--- src/rtl/tempsens_meas_seq.sv ---
// Measurement sequencer for the ring-oscillator temperature sensor array.
// On a start it resets the sensor counters, lets them settle, enables them,
// collects each selected sensor's DOUT once its DONE is stable, and then
// raises a completion pulse and interrupt. A timeout bounds the CONVERT phase.
module tempsens_meas_seq #(
   parameter int NumSensors   = 4,
   parameter int DoutW        = 24,
   parameter int TimeoutW     = 20,
   parameter int SettleCycles = 8
) (
   input  logic                          clk_i,
   input  logic                          rst_ni,
   input  logic                          start_i,
   input  logic                          abort_i,
   input  logic [NumSensors-1:0]         sensor_mask_i,
   input  logic [3:0]                    conv_time_i,
   input  logic [TimeoutW-1:0]           timeout_i,
   input  logic                          irq_clr_i,
   input  logic [NumSensors-1:0]         sens_done_i,
   input  logic [NumSensors*DoutW-1:0]   sens_dout_i,
   output logic                          sens_reset_no,
   output logic [3:0]                    sens_conv_time_o,
   output logic                          sens_en_o,
   output logic                          busy_o,
   output logic [NumSensors*DoutW-1:0]   result_o,
   output logic [NumSensors-1:0]         result_valid_o,
   output logic [NumSensors-1:0]         timeout_err_o,
   output logic                          done_o,
   output logic                          irq_o
);

   localparam int CntW = $clog2(SettleCycles + 1) + 1;

   typedef enum logic [2:0] {
      StIdle,
      StRst,
      StSettle,
      StConvert,
      StFinish
   } state_e;

   state_e                        state_q, state_d;
   logic [CntW-1:0]               cnt_q, cnt_d;
   logic [TimeoutW-1:0]           timer_q, timer_d;
   logic [TimeoutW-1:0]           tmo_q, tmo_d;
   logic [NumSensors-1:0]         mask_q, mask_d;
   logic [3:0]                    conv_q, conv_d;
   logic [NumSensors*DoutW-1:0]   result_q, result_d;
   logic [NumSensors-1:0]         valid_q, valid_d;
   logic [NumSensors-1:0]         err_q, err_d;
   logic                          reset_n_q, reset_n_d;
   logic                          en_q, en_d;
   logic                          busy_q, busy_d;
   logic                          done_q, done_d;
   logic                          irq_q, irq_d;

   logic [NumSensors-1:0]         sync1_q, done_s_q, done_h_q;
   logic [NumSensors-1:0]         stable;

   // DONE crosses from the sensor clock: two-flop sync plus one history stage
   always_ff @(posedge clk_i or negedge rst_ni) begin
      if (!rst_ni) begin
         sync1_q  <= '0;
         done_s_q <= '0;
         done_h_q <= '0;
      end else begin
         sync1_q  <= sens_done_i;
         done_s_q <= sync1_q;
         done_h_q <= done_s_q;
      end
   end

   // Stable means the synchronized DONE has been high for two cycles in a row
   assign stable = done_s_q & done_h_q;

   // Next-state, capture and output decode
   always_comb begin
      state_d  = state_q;
      cnt_d    = cnt_q;
      timer_d  = timer_q;
      tmo_d    = tmo_q;
      mask_d   = mask_q;
      conv_d   = conv_q;
      result_d = result_q;
      valid_d  = valid_q;
      err_d    = err_q;

      case (state_q)
         StIdle: begin
            if (start_i && !abort_i && (sensor_mask_i != '0)) begin
               state_d = StRst;
               cnt_d   = '0;
               mask_d  = sensor_mask_i;
               conv_d  = conv_time_i;
               tmo_d   = timeout_i;
               valid_d = '0;
               err_d   = '0;
            end
         end
         // One extra state cycle up front so the reset pulse itself spans
         // exactly SettleCycles cycles once the registered output follows.
         StRst: begin
            if (cnt_q == CntW'(SettleCycles)) begin
               state_d = StSettle;
               cnt_d   = '0;
            end else begin
               cnt_d = cnt_q + CntW'(1);
            end
         end
         StSettle: begin
            if (cnt_q == CntW'(SettleCycles - 1)) begin
               state_d = StConvert;
               timer_d = '0;
            end else begin
               cnt_d = cnt_q + CntW'(1);
            end
         end
         StConvert: begin
            for (int i = 0; i < NumSensors; i++) begin
               if (mask_q[i] && !valid_q[i] && stable[i]) begin
                  result_d[i*DoutW +: DoutW] = sens_dout_i[i*DoutW +: DoutW];
                  valid_d[i]                 = 1'b1;
               end
            end
            // Completion is judged on this edge's captures, so a last capture
            // coinciding with the timeout counts as a success.
            if ((valid_d & mask_q) == mask_q) begin
               state_d = StFinish;
            end else if ((tmo_q != '0) && (timer_q == tmo_q - TimeoutW'(1))) begin
               state_d = StFinish;
               err_d   = mask_q & ~valid_d;
            end
            if (timer_q != {TimeoutW{1'b1}}) timer_d = timer_q + TimeoutW'(1);
         end
         StFinish: state_d = StIdle;
         default:  state_d = StIdle;
      endcase

      if (abort_i && (state_q != StIdle)) begin
         state_d = StIdle;
         err_d   = err_q;
      end

      reset_n_d = !((state_q == StRst) && (state_d == StRst));
      en_d      = (state_d == StConvert);
      busy_d    = (state_d != StIdle);
      done_d    = (state_d == StFinish);
      irq_d     = done_d | (irq_q & ~irq_clr_i);
   end

   // Sequencer state and registered outputs
   always_ff @(posedge clk_i or negedge rst_ni) begin
      if (!rst_ni) begin
         state_q   <= StIdle;
         cnt_q     <= '0;
         timer_q   <= '0;
         tmo_q     <= '0;
         mask_q    <= '0;
         conv_q    <= '0;
         result_q  <= '0;
         valid_q   <= '0;
         err_q     <= '0;
         reset_n_q <= 1'b1;
         en_q      <= 1'b0;
         busy_q    <= 1'b0;
         done_q    <= 1'b0;
         irq_q     <= 1'b0;
      end else begin
         state_q   <= state_d;
         cnt_q     <= cnt_d;
         timer_q   <= timer_d;
         tmo_q     <= tmo_d;
         mask_q    <= mask_d;
         conv_q    <= conv_d;
         result_q  <= result_d;
         valid_q   <= valid_d;
         err_q     <= err_d;
         reset_n_q <= reset_n_d;
         en_q      <= en_d;
         busy_q    <= busy_d;
         done_q    <= done_d;
         irq_q     <= irq_d;
      end
   end

   assign sens_reset_no    = reset_n_q;
   assign sens_conv_time_o = conv_q;
   assign sens_en_o        = en_q;
   assign busy_o           = busy_q;
   assign result_o         = result_q;
   assign result_valid_o   = valid_q;
   assign timeout_err_o    = err_q;
   assign done_o           = done_q;
   assign irq_o            = irq_q;

endmodule

--- config.mk ---
export PLATFORM = sky130hd
export DESIGN_NAME = tempsens_meas_seq
export DESIGN_NICKNAME = d
export VERILOG_FILES = /design/src/rtl/tempsens_meas_seq.sv
export SDC_FILE = /design/constraint.sdc
export NUM_CORES = 1
export LEC_CHECK = 0
export CAP_MARGIN = 20
export CORE_MARGIN = 2
export CORE_UTILIZATION = 47
export DETAILED_ROUTE_END_ITERATION = 12
export PLACE_DENSITY = 0.81
export SYNTH_ARGS = -nofsm -noshare
export SYNTH_HDL_FRONTEND = slang
export SYNTH_SLANG_ARGS = --single-unit
--- constraint.sdc ---
create_clock -name clk_i -period 4.3 [get_ports clk_i]
set_input_delay 0.86 -clock clk_i [delete_from_list [all_inputs] [get_ports clk_i]]
set_output_delay 0.86 -clock clk_i [all_outputs]
set_load 0.02 [all_outputs]
==> summary.txt <==
Yosys
  – Seq/Total Area, Yosys: 57.5%
  – Post-synth ARST share: 100%
  – Mapped Avg Cell Area: 12.3 um2
  – Synth Area in XOR/XNOR: 3.75%
  – Largest family of logic cells by synthesized area: multiplexers
  – Compound-cell area share of the yosys netlist: 5.18%
  – Mux contribution to synthesized area: 18.2%
  – Synth cell types: 51
  – Synth Register Bits: 177
  – Synth Area in Adders: less than 1%
  – Post-synthesis cell area: 0.00771 mm2
  – Post-synthesis simple-gate area fraction: 12.8%
  – Syn nets: between 700 and 800
  – Main synth FF type: dfrtp_1
  – Post-synth EDFFs: 0
  – Post-synthesis cell count: 628
  – Synth warn: 0

STA
  – Final Hold Viols: 0
  – # setup viols final: 0
  – Final hold slack: ~350 ps
  – Slew margin rel.: 36.8%
  – RSZ-0062 raised after global routing: false
  – Crit share post-route: approximately 81%
  – Setup TNS: 0 ps
  – Max frequency: 286 MHz
  – Slew @ Worst Pin: 948 ps
  – Worst Skew: 7.91 ps
  – Slew Viols, Final: 0
  – Final min period: approximately 3500 ps
  – Final setup margin: 800 ps

Floorplanning
  – Die Y: 132 um
  – Initial cell density of the core: 48.4%
  – Row cnt: 46
  – Die W: 132 um
  – Core ar.: 0.0159 mm2
  – I/O pin count: 246
  – Overall die area: 0.0174 mm2

Power
  – Reg power frac: 46.2%
  – Switching Fraction: ~28%
  – Overall power: 4.23 mW
  – NetSw: around 1.2 mW
  – Int Pwr: 3.05 mW
  – Power share of the clock group: 36.5%
  – Worst IR drop on VDD: 0.300 mV
  – Leakage: ~4.8 nW
  – PD cells: 384 mW/mm2
  – Comb pwr share: 17.3%

Final layout
  – Post-route insts no fill: 1,101
  – Register Area: 0.00443 mm2
  – Layout area overhead: 42.7%
  – Share of cells above drive strength 1: approximately a fifth
  – Antenna cells: 0
  – Footprint of the multi-input gates: 0.00316 mm2
  – # fillers: 1,146
  – Most frequent cells in the layout: clkdlybuf4s50_1, dfrtp_1, mux2_2
  – Commonest non-fill, non-tap cell in the layout: clkdlybuf4s50_1
  – Nets: 1,009

Detailed routing
  – ANT nets after route: 0
  – DR pass1 iterations: 5
  – Vias: between 5,000 and 6,000
  – Routed len/inst: 18.6 um
  – Drt total wl: 20.5 mm
  – DR iter-0 viols: 360
  – Vias per cell: approximately 5.4
  – DRC violations left: 0

Global route
  – Met3 Resource Use GR: around 8.4%
  – Initial antenna violation count: 0
  – First-pass GRT wire length: 33.5 mm
  – GR Util met2: 42.4%
  – GR Util met1: ~29%
  – Overflow after GRT: 0
  – Vias in the first global route: between 6,000 and 7,000
  – Total track usage: 24.3%
  – Largest net degree at the start of global routing: 101
  – GRT Max-Usage Layer: met2

Worst setup path
  – Crit start category: flop
  – Worst setup path startpoint: tmo_q[0]
  – R2R depth: 10
  – WS Path Type: flop to flop
  – RR Startpoint: tmo_q[0]
  – Worst reg2reg path endpoint: timeout_err_o[2]
  – Worst Setup EP: timeout_err_o[2]
  – Critical Path RT: 4650 ps
  – Worst Setup End Kind: flop
  – CP arrival: 3850 ps
  – Crit path max fanout: 8
  – R2r setup slk: ~800 ps

CTS
  – Clock sinks: 177
  – H-tree depth: 4
  – Worst-path clk slew: approximately 70 ps
  – Root Driver: clkbuf_16
  – CTS buffer count: 17
  – Clock tree buffer depth: 2
  – Post-CTS Setup Repair Bufs: 0
  – Hold buffers post-CTS: 0
  – CTS tree: built
  – Clock Latency Late Sink: ~420 ps
  – Post-CTS resize count: 0

Min path
  – HP Start: sync1_q[1]
  – Hold Path Class: flop to flop

Flow run
  – Max Cap Viol: 0

Place
  – Post-Place Cells: about 1,100
  – Pre-CTS WS: 924 ps
  – Number of buffers added on ports: 245
  – Final RePlAce weighted congestion: 0.937
  – Hpwl dp: ~15 mm

Run status
  – Status: complete, no violations
power by group through the flow:
stage          Clock (mW)  Sequential [mW]  Combinational [mW]
2_1_floorplan           0             1.96               0.395
3_3_place_gp            0             1.97               0.707
3_5_place_dp            0             1.98               0.725
4_1_cts              1.57             1.95               0.733
5_1_grt              1.66             1.98               0.795
6_report             1.54             1.95               0.731
per-layer routing:
layer / part of all wire (%) / up-vias / wire length [um]
met2: 52 / 219 / 10700
met4: 1.7 / 0 / 349
li1: - / 2737 / -
met5: 0 / - / 0
met1: 38 / 2999 / 7870
met3: 7.7 / 20 / 1580
logic make-up after synthesis:
logic type / Yosys count
and+or+nand+nor: 187
DFF: 177
muxes: 125
xor gates and xnor gates: 33
buffers and inverters: 38
adders and majority gates: 4
AOI/OAI and AO/OA: 64
worst min path at each step:
stage,endpoint,slack (ps),cells past startpoint
after global routing,done_s_q[1],360,0
after CTS,done_s_q[1],350,0
after floorplan,done_s_q[0],330,0
final,done_s_q[1],350,0
after global placement,done_s_q[0],340,0
after detailed placement,done_s_q[1],340,0
synth_stat cells (5+ instances only):
library cell	instances	area, um2
xnor2_1	15	131
nand3_1	17	85.1
nand2_1	39	146
or3_1	17	106
and3_1	5	31.3
or4_1	5	37.5
inv_1	10	37.5
nor4_1	9	56.3
nor3_1	18	90.1
o21ai_0	20	100
a21oi_1	18	90.1
xor2_1	18	158
clkbuf_1	24	90.1
nand4_1	5	31.3
nand2b_1	6	37.5
dfrtp_1	176	4400
nor2_1	39	146
mux2_2	123	1390
final cells by class:
| cell class | instances | area share (%) |
|---|---|---|
| Timing Repair Buffer | 253 | 23.0 |
| Sequential cell | 177 | 40.3 |
| Inverter | 10 | 0.341 |
| Clock inverter | 14 | 1.39 |
| Clock buffer | 18 | 3.90 |
| Multi-Input combinational cell | 413 | 28.7 |
| Tap cell | 216 | 2.46 |
state kept, by name (all words and copies together), names as in the netlist:
name,flops
result_o,96
sens_reset_no,1
done_s_q,4
state_q,3
busy_o,1
cnt_q,5
irq_o,1
timer_q,20
done_o,1
sens_en_o,1
done_h_q,4
sens_conv_time_o,4
result_valid_o,4
tmo_q,20
mask_q,4
timeout_err_o,4
sync1_q,4
critical path, stage by stage (launching register included):
cell and delay, ps:
dfrtp_1 420, inv_1 110, ha_1 260, nor4b_1 670, nand2_1 280, nor4_1 400, o22ai_1 140, a2111oi_2 440
nand3_2 230, or3_1 400, nand3_1 90
stage by stage:
step	utilization, %	cell area [um2]
after floorplan	-	7710
after global placement	65.4	10400
after detailed placement	65.4	10400
after CTS	69.0	11000
after global routing	69.0	11000
final	69.0	11000
Power figures use the tool's default switching activity.
